===== config.mk =====
export PLATFORM = sky130hd
export DESIGN_NAME = divider_controller_flat
export DESIGN_NICKNAME = d
export VERILOG_FILES = /design/src/rtl/divider_controller_if.sv /design/src/rtl/divider_controller.sv /design/src/flat_wrapper.sv
export SDC_FILE = /design/constraint.sdc
export NUM_CORES = 1
export LEC_CHECK = 0
export ABC_AREA = 1
export CAP_MARGIN = 20
export CORE_AREA = 4 4 41 43
export CTS_BUF_LIST = sky130_fd_sc_hd__clkbuf_8
export DETAILED_ROUTE_END_ITERATION = 10
export DIE_AREA = 0 0 45 47
export SLEW_MARGIN = 20
export SYNTH_ARGS = -nofsm -noshare
export SYNTH_HDL_FRONTEND = slang
export SYNTH_SLANG_ARGS = --single-unit

===== constraint.sdc =====
create_clock -name clk -period 2.35 [get_ports clk]
set_input_delay 0.705 -clock clk [delete_from_list [all_inputs] [get_ports clk]]
set_output_delay 0.705 -clock clk [all_outputs]
set_load 0.01 [all_outputs]

===== src/rtl/divider_controller_if.sv =====
// divider_controller_if: start/status handshake plus datapath control strobes between controller and datapath
interface divider_controller_if;
   logic start, ready, done, err_dvz, err_ovf;
   logic Cn, ovf, neg, zer;
   logic Qp1, Qsl, Qrd, Asl, Ard, Drd, Crst, Cp1, Anew;
   modport master (
      output start, Cn, ovf, neg, zer,
      input  ready, done, err_dvz, err_ovf, Qp1, Qsl, Qrd, Asl, Ard, Drd, Crst, Cp1, Anew
   );
   modport slave (
      input  start, Cn, ovf, neg, zer,
      output ready, done, err_dvz, err_ovf, Qp1, Qsl, Qrd, Asl, Ard, Drd, Crst, Cp1, Anew
   );
endinterface


===== src/rtl/divider_controller.sv =====
// divider_controller: restoring-division sequencer; define DIVIDER_OVF_CHECK_EN to abort on quotient overflow
module divider_controller #(
   parameter int bitsofn = 3,
   parameter int n       = 5
) (
   input logic              clk,
   input logic              rst_n,
   divider_controller_if.slave bus
);
   typedef enum logic [2:0] {IDLE, LOAD, CHECK, SHIFT, SUB, DONE, ERR} state_t;
   state_t state_q, state_d;
   logic   err_dvz_q, err_dvz_d, err_ovf_q, err_ovf_d;
   if (n < 1 || (2 ** bitsofn) <= n) begin : g_param_chk
      $error("divider_controller: bitsofn too narrow to count to n");
   end
`ifndef DIVIDER_OVF_CHECK_EN
   logic unused_ovf;
   assign unused_ovf = bus.ovf;
`endif
   always_ff @(posedge clk or negedge rst_n) begin
      if (!rst_n) begin
         state_q   <= IDLE;
         err_dvz_q <= 1'b0;
         err_ovf_q <= 1'b0;
      end else begin
         state_q   <= state_d;
         err_dvz_q <= err_dvz_d;
         err_ovf_q <= err_ovf_d;
      end
   end
   always_comb begin
      state_d   = state_q;
      err_dvz_d = err_dvz_q;
      err_ovf_d = err_ovf_q;
      case (state_q)
         IDLE: if (bus.start) begin
            state_d   = LOAD;
            err_dvz_d = 1'b0;
            err_ovf_d = 1'b0;
         end
         LOAD: state_d = CHECK;
         CHECK: begin
            // divide-by-zero outranks overflow so at most one error flag is ever set
            if (bus.zer) begin
               state_d   = ERR;
               err_dvz_d = 1'b1;
            end
`ifdef DIVIDER_OVF_CHECK_EN
            else if (bus.ovf) begin
               state_d   = ERR;
               err_ovf_d = 1'b1;
            end
`endif
            else state_d = SHIFT;
         end
         SHIFT: state_d = SUB;
         SUB: state_d = bus.Cn ? DONE : SHIFT;
         DONE, ERR: state_d = IDLE;
         default: state_d = IDLE;
      endcase
   end
   assign bus.ready   = (state_q == IDLE);
   assign bus.done    = (state_q == DONE) || (state_q == ERR);
   assign bus.err_dvz = err_dvz_q;
   assign bus.err_ovf = err_ovf_q;
   assign bus.Anew    = (state_q == LOAD);
   assign bus.Qrd     = (state_q == LOAD);
   assign bus.Drd     = (state_q == LOAD);
   assign bus.Crst    = (state_q == LOAD);
   assign bus.Asl     = (state_q == SHIFT);
   assign bus.Qsl     = (state_q == SHIFT);
   assign bus.Cp1     = (state_q == SHIFT);
   // a negative trial difference restores simply by leaving A unwritten
   assign bus.Qp1     = (state_q == SUB) && !bus.neg;
   assign bus.Ard     = (state_q == LOAD) || ((state_q == SUB) && !bus.neg);
endmodule


===== src/flat_wrapper.sv =====
// flat-port wrapper written by rule: the top's interface ports become plain ports
module divider_controller_flat 
#(
   parameter int bitsofn = 3,
   parameter int n       = 5
)
  (clk, rst_n, bus_start, bus_Cn, bus_ovf, bus_neg, bus_zer, bus_ready, bus_done, bus_err_dvz, bus_err_ovf, bus_Qp1, bus_Qsl, bus_Qrd, bus_Asl, bus_Ard, bus_Drd, bus_Crst, bus_Cp1, bus_Anew);
  divider_controller_if bus_i ();
  input logic clk;
  input logic rst_n;
  input wire logic [$bits(bus_i.start)-1:0] bus_start;
  input wire logic [$bits(bus_i.Cn)-1:0] bus_Cn;
  input wire logic [$bits(bus_i.ovf)-1:0] bus_ovf;
  input wire logic [$bits(bus_i.neg)-1:0] bus_neg;
  input wire logic [$bits(bus_i.zer)-1:0] bus_zer;
  output wire logic [$bits(bus_i.ready)-1:0] bus_ready;
  output wire logic [$bits(bus_i.done)-1:0] bus_done;
  output wire logic [$bits(bus_i.err_dvz)-1:0] bus_err_dvz;
  output wire logic [$bits(bus_i.err_ovf)-1:0] bus_err_ovf;
  output wire logic [$bits(bus_i.Qp1)-1:0] bus_Qp1;
  output wire logic [$bits(bus_i.Qsl)-1:0] bus_Qsl;
  output wire logic [$bits(bus_i.Qrd)-1:0] bus_Qrd;
  output wire logic [$bits(bus_i.Asl)-1:0] bus_Asl;
  output wire logic [$bits(bus_i.Ard)-1:0] bus_Ard;
  output wire logic [$bits(bus_i.Drd)-1:0] bus_Drd;
  output wire logic [$bits(bus_i.Crst)-1:0] bus_Crst;
  output wire logic [$bits(bus_i.Cp1)-1:0] bus_Cp1;
  output wire logic [$bits(bus_i.Anew)-1:0] bus_Anew;
  assign bus_i.start = bus_start;
  assign bus_i.Cn = bus_Cn;
  assign bus_i.ovf = bus_ovf;
  assign bus_i.neg = bus_neg;
  assign bus_i.zer = bus_zer;
  assign bus_ready = bus_i.ready;
  assign bus_done = bus_i.done;
  assign bus_err_dvz = bus_i.err_dvz;
  assign bus_err_ovf = bus_i.err_ovf;
  assign bus_Qp1 = bus_i.Qp1;
  assign bus_Qsl = bus_i.Qsl;
  assign bus_Qrd = bus_i.Qrd;
  assign bus_Asl = bus_i.Asl;
  assign bus_Ard = bus_i.Ard;
  assign bus_Drd = bus_i.Drd;
  assign bus_Crst = bus_i.Crst;
  assign bus_Cp1 = bus_i.Cp1;
  assign bus_Anew = bus_i.Anew;
  divider_controller #(.bitsofn(bitsofn), .n(n)) u_core (.clk(clk), .rst_n(rst_n), .bus(bus_i));
endmodule

Yosys cells after proc, flatten, opt, wreduce, memory -nomap -nowiden
Cells that the tools add are included.
Storage, ports and cells
  input port bits: 7
  logic and storage cells: 24
  register bits after elaboration: 4
  output and inout port bits: 13
Cells by class
  mux-type cells: 7
  eq/ne operators: 8
  reduce and logical (&&, ||, !) cells: 7
Operators with widths (count)
  3-bit case mux with 5 select lines: 1
  3-bit == test, second input constant: 3
  3-bit 2-to-1 mux: 3
  3-bit by 2-bit == test with 1-bit output, second input constant: 2
  2-bit inequality test, second input constant: 2
  3-bit by 1-bit == test with 1-bit output, second input constant: 1
  3-bit zero test: 1
  3-bit AND reduction: 1
  1-bit logical OR: 2
  1-bit 2-to-1 mux: 2
  1-bit case mux with 2 select lines: 1
  2-bit nonzero test: 1
  1-bit logical AND: 1
  1-bit zero test: 1

Logic depth before layout (Yosys ltp)
Gate-level depths: netlist of the first run.
  depth after elaboration: 3
  gate-level depth with buffers: 5

Least setup slack after synthesis of the first run
OpenSTA, ideal clock, no wires.
  kind: reg-to-output
  from: register u_core.state_q[2]
  to: output bus_Crst
  data required time: 1645 ps
  path buffers: 1
  cell stages (with the launch flop): 5
  arrival time: 909 ps
  path slack: 736 ps
  cells stage by stage: dfrtp_1 -> inv_2 -> nand3_2 -> inv_1 -> buf_4
Between the ends
  longest elaborated chain between the ends: 1
Ends and longest elaborated chain
  start, declared: line divider_controller.sv:11  | state_t state_q, state_d;
  start signal, assigned: line divider_controller.sv:26  | state_q <= state_d;
  3-bit by 1-bit == test with 1-bit output
  end, declared: line flat_wrapper.sv:26  | output wire logic [$bits(bus_i.Crst)-1:0] bus_Crst;
Every way passes these cells.

Final worst setup path of the first run
  from: input bus_neg
  to: output bus_Ard
Between the ends
  longest elaborated chain between the ends: 3
Ends and longest elaborated chain
  start, declared: line flat_wrapper.sv:14  | input wire logic [$bits(bus_i.neg)-1:0] bus_neg;
  1-bit zero test: line divider_controller.sv:75  | assign bus.Ard = (state_q == LOAD) || ((state_q == SUB) && !bus.neg);
  1-bit logical AND: line divider_controller.sv:75
  1-bit logical OR: line divider_controller.sv:75
  end, declared: line flat_wrapper.sv:24  | output wire logic [$bits(bus_i.Ard)-1:0] bus_Ard;
Every way passes these cells.

==> impl_metrics.env, run 1 <==
export IMPL_regArea_sq_um=103
export IMPL_place_ws_ns=-0.177
export IMPL_drc_errors=0
export IMPL_num_io_pins=20
export IMPL_core_sq_mm=0.00130
export IMPL_wire_per_inst_um=9.89
export IMPL_syn_to_final_growth_pct=62.2
export IMPL_globalRouteOverflowTotal=0
export IMPL_num_fill_cells=136
export IMPL_irDropWorstVdd_v=0.000558
export IMPL_power_leakage_nw=0.261
export IMPL_die_width_um=45
export IMPL_drt_iter0_markers=1
export IMPL_crit_family="buffers and inverters"
export IMPL_clk_latency_ns=0.22
export IMPL_dp_hpwl_um=583
export IMPL_initial_core_util=0.241
export IMPL_die_y_um=47
export IMPL_cp_end_kind="primary output"
export IMPL_rrSetupSlack_ns=1.37
export IMPL_min_from="u_core.bus.err_dvz"
export IMPL_yosys_area_top_type_share=0.319
export IMPL_htree_levels=1
export IMPL_path_cells="clkdlybuf4s50_1 -> o21ai_2 -> dlygate4sd2_1"
export IMPL_final_cells=72
export IMPL_fmax_mhz=444
export IMPL_syn_cell_area_sq_um=314
export IMPL_min_path_type="flop to flop"
export IMPL_cts_tree="done"
export IMPL_hold_viol_final=0
export IMPL_clock_sinks=4
export IMPL_placedInstanceArea_sq_um=458
export IMPL_ys_types=15
export IMPL_p_per_area_mw_per_mm2=1410
export IMPL_ys_ff_latch=4
export IMPL_cts_path_max_buffers=2
export IMPL_grt_pass1_vias=294
export IMPL_routabilityCongestion=0.749
export IMPL_cp_required_ns=1.64
export IMPL_postLayoutCellArea_sq_um=509
export IMPL_cts_buffers=3
export IMPL_drv_cap=0
export IMPL_yosys_warnings=0
export IMPL_critical_path_class="input port to primary output"
export IMPL_synth_nets=49
export IMPL_antenna_found_initial=0
export IMPL_netlist_instances=42
export IMPL_skew_ns=0.000499
export IMPL_synthTopCellsByArea="dfrtp_1 32%, buf_4 14%, inv_1 8.4%"
export IMPL_worstPathMaxFanout=2
export IMPL_row_count=13
export IMPL_synth_flop_cell="dfrtp_1"
export IMPL_rsz0062_at_grt="false"
export IMPL_synth_top_cells_by_count="7 x inv_1, 7 x nand2_1, 6 x buf_4"
export IMPL_r2r_start="u_core.state_q[1]"
export IMPL_grt_max_degree=8
export IMPL_antenna_cells=0
export IMPL_outcome="complete, no violations"
export IMPL_grt_pass1_wl_um=1190
export IMPL_seq_area_frac_synth=0.319
export IMPL_drive_above_1_share=0.246
export IMPL_fin_ws_ns=0.0975
export IMPL_holdBufCountCts=0
export IMPL_cpPeakStageDelay_ns=0.44
export IMPL_post_route_min_period_ns=2.25
export IMPL_cts_root_buffer="clkbuf_8"
export IMPL_antenna_left=0
export IMPL_avgViaCountPerCell=4.25
export IMPL_critPathArrivalTime_ns=1.55
export IMPL_cp_num_buf_inv=2
export IMPL_ff2ff_path_depth=4
export IMPL_post_place_cells=68
export IMPL_portBuffers=17
export IMPL_vias=306
export IMPL_slew_viol_final=0
export IMPL_track_usage=0.0920
export IMPL_setup_viol=0
export IMPL_critPathLaunchType="input port"
export IMPL_utilization=0.391
export IMPL_routed_wl_um=712
export IMPL_fp_dieArea_sq_mm=0.00212
export IMPL_syn_area_per_cell_sq_um=7.48
export IMPL_synth_edf_count=0
export IMPL_async_flop_share=1.00
export IMPL_final_nets=66
export IMPL_period_share=0.959
export IMPL_first_pass_iters=2
export IMPL_hold_path_depth=2
export IMPL_fin_total_pwr_uw=717
export IMPL_r2r_end="u_core.state_q[2]"
export IMPL_synth_top_area_cell="dfrtp_1"
export IMPL_cp_slowest_cell="clkdlybuf4s50_1"
export IMPL_path_clk_slew_ns=0.03
export IMPL_multi_input_area_sq_um=139
export IMPL_whs_endpoint="u_core.bus.err_dvz"
-- cell families (layout without fill, tap and decap cells) --
logic type / after synthesis / in the layout / share of synthesized area
AO/OA/AOI/OAI: 1 / 1 / 0.0279
buffers and inverters: 14 / 29 / 0.239
flip-flops: 4 / 4 / 0.319
other: 1 / 1 / 0.0119
AND/OR/NAND/NOR: 22 / 22 / 0.402
-- stage by stage --
stage	setup TNS, ns	hold slack, ns
2_1_floorplan	0	0.409
3_3_place_gp	-0.315	0.462
3_5_place_dp	-0.326	0.465
4_1_cts	0	0.471
5_1_grt	0	0.531
6_report	0	0.466
-- worst max path at each step --
| stage | start | endpoint | slack (ns) | cells after the start |
|---|---|---|---|---|
| global placement | bus_neg | bus_Ard | -0.17 | 3 |
| detailed placement | bus_neg | bus_Ard | -0.18 | 3 |
| global route | u_core.state_q[2] | bus_Anew | 0.007 | 4 |
| floorplan | u_core.state_q[2] | bus_Crst | 0.74 | 4 |
| CTS | u_core.state_q[0] | bus_ready | 0.05 | 4 |
| finish | bus_neg | bus_Ard | 0.1 | 3 |
-- report_power, final --
group          switching, mW  internal, mW
logic                  0.194         0.223
clock network         0.0345         0.109
registers             0.0509         0.105
total                  0.279         0.438
-- worst min-delay path, cell delays in order (launching register included) --
cell and delay, ns:
dfrtp_1 0.33, nand2_1 0.05, nand2_1 0.04
-- area by class of cell --
| cell class | count | share of cell area |
|---|---|---|
| repair buffers | 18 | 0.349 |
| multi-input cells | 24 | 0.273 |
| inverters | 8 | 0.0590 |
| well taps | 15 | 0.0369 |
| clock buffers | 3 | 0.0811 |
| flip-flops and latches | 4 | 0.201 |
-- cells in the final DEF, fill, tap and decap left out, types with 2 or more instances in the layout --
master           instances
dfrtp_2                  2
inv_1                    7
dfrtp_1                  2
nor2_1                   3
dlygate4sd2_1            2
clkbuf_8                 3
nand3_2                  2
nand3_1                  5
nand2_1                  7
clkdlybuf4s50_1         14
-- layer usage --
| metal | global-route usage | up-vias | part of all wire |
|---|---|---|---|
| li1 | - | 154 | - |
| met1 | 0.0759 | 134 | 0.35 |
| met2 | 0.130 | 13 | 0.47 |
| met3 | 0.0613 | 5 | 0.12 |
| met4 | 0.123 | 0 | 0.062 |
| met5 | 0 | - | 0 |
-- registers in the layout, indices dropped and copies added, names as in the netlist --
signal	count
u_core.bus.err_dvz	1
u_core.state_q	3
-- what timing repair did --
action | in CTS | in global routing
endpoints found under the hold margin | 0 | 0
buffers inserted | 0 | 1
endpoints found under the setup margin | 2 | 5
resized for setup | 2 | 3
pin swaps | 0 | 1
cloned | 0 | 0
No activity file was read; power rests on OpenSTA's default activity.
==> inputs of run 2 (changes only) <==
- TNS_END_PERCENT: default -> 5
==> results of run 2 <==
Final layout, timing and power as in run 1 (identical DEF).
==> RTL edit, RTL diff (settings of run 1) <==
Re-encode `state_t` (7 states) as Gray code, 3 bits wide.
--- a/src/rtl/divider_controller.sv
+++ b/src/rtl/divider_controller.sv
@@ -7,7 +7,7 @@
    input logic              rst_n,
    divider_controller_if.slave bus
 );
-   typedef enum logic [2:0] {IDLE, LOAD, CHECK, SHIFT, SUB, DONE, ERR} state_t;
+   typedef enum logic [2:0] {IDLE = 3'b000, LOAD = 3'b001, CHECK = 3'b011, SHIFT = 3'b010, SUB = 3'b110, DONE = 3'b111, ERR = 3'b101} state_t;
    state_t state_q, state_d;
    logic   err_dvz_q, err_dvz_d, err_ovf_q, err_ovf_d;
    if (n < 1 || (2 ** bitsofn) <= n) begin : g_param_chk
Check against the original RTL: no difference found for any inputs over 10 cycles, from zero or initial values and one cycle with rst_n low; not proved beyond that.
==> RTL edit against run 1 <==
Area after synthesis is 13% lower; design area down 7.9%; critical path depth rose by 1; largest cell class unchanged; wire length is 7.4% lower; sequential cell count did not move; power fell by 8.4%; via count fell by 9.5%; sequential share of layout area up 1.5 points; highest routed layer is now met3; global-route usage is 1.7 points lower; setup slack worse by 0.00067 ns; cell count down 6.9%; synthesized cell count shrank 9.5%; critical endpoint is now bus_Crst.
==> RTL edit: results (changes against run 1) <==
- Synth Net Count: 45 (-8.2%)
- Power share of the combinational group: 55.1% (-3.1 points)
- Worst Setup EP: bus_Crst
- FF-to-FF setup slack: 1.33 ns (-0.04 ns)
- Met2 Usage GRT: 11.9% (-1.1 points)
- Path depth of the worst reg2reg path: 6 (+2)
- Post-synthesis compound-gate area fraction: 4.59% (+1.8 points)
- Clock skew: 0.00345 ns (+0.00295 ns)
- Final min period: 2.25 ns (+0.000669 ns)
- Met3 track demand over resource: 4.98% (-1.1 points)
- Post-synth cell types: 13 (-2)
- Outcome: completed
- R2R Path End: u_core.bus.err_dvz$_DFFE_PN0P_
- Fmax: 444 MHz (about the same)
- Placer congestion estimate: 0.700 (-6.5%)
- Post-DP HPWL: 490 um (-16%)
- Post-synth top cells: nand2_1 (8), buf_4 (6), inv_1 (6)
- Dpl cells: 64 (-5.9%)
- Layout Nets: 61 (-7.6%)
- WL met3: 108 um (+32%)
- CP startpoint: u_core.state_q[2]$_DFFE_PN0P_
- Global-route usage over all layers: 7.45% (-1.7 points)
- WL met1: 268 um (+7.6%)
- Initial DRC Count: 4 (+3)
- Routed met2 length: 282 um (-16%)
- Layout filler cell count: 151 (+11%)
- Share of layout cells above drive strength 1: 15.4% (-9.2 points)
- Pin count of the biggest net entering global routing: 7 (-1)
- Worst-path fanout max: 6 (+4)
- Max stage delay on crit path: 0.54 ns (+0.10 ns)
[RTL edit: what timing repair did]
action / in CTS / in global routing
buffers inserted: 0 / 0
hold buffers: 0 / 0
resized for setup: 2 / 6
setup endpoints to repair: 2 / 7
pin swaps: 0 / 0
[RTL edit: worst min path at each step]
stage / startpoint / to / cells past startpoint
6_report: u_core.bus.err_dvz$_DFFE_PN0P_ / u_core.bus.err_dvz$_DFFE_PN0P_ / 2
5_1_grt: u_core.bus.err_dvz$_DFFE_PN0P_ / u_core.bus.err_dvz$_DFFE_PN0P_ / 2
4_1_cts: u_core.bus.err_dvz$_DFFE_PN0P_ / u_core.bus.err_dvz$_DFFE_PN0P_ / 2
3_5_place_dp: u_core.bus.err_dvz$_DFFE_PN0P_ / u_core.bus.err_dvz$_DFFE_PN0P_ / 2
3_3_place_gp: u_core.bus.err_dvz$_DFFE_PN0P_ / u_core.bus.err_dvz$_DFFE_PN0P_ / 2
2_1_floorplan: rst_n / u_core.bus.err_dvz$_DFFE_PN0P_ / 0
[RTL edit: through the flow]
| stage | hold slack [ns] | instance area, um^2 | total power, mW | setup WS [ns] | TNS (ns) |
|---|---|---|---|---|---|
| final | 0.475 | 469 | 0.657 | 0.0968 | 0 |
| after global routing | 0.517 | 469 | 0.720 | 0.00758 | 0 |
| after CTS | 0.481 | 455 | 0.676 | 0.0133 | 0 |
| after detailed placement | 0.469 | 417 | 0.533 | -0.186 | -0.301 |
| after global placement | 0.462 | 417 | 0.527 | -0.177 | -0.286 |
| after floorplan | 0.409 | 273 | 0.371 | 0.655 | 0 |
[RTL edit: area by class of cell]
class	count	area, um^2	area share, %
clock buffer	3	41.3	8.80
inverter	7	26.3	5.60
multi-input combinational	21	104	22.1
sequential	4	101	21.6
tap	15	18.8	4.00
timing repair buffer	17	178	37.9
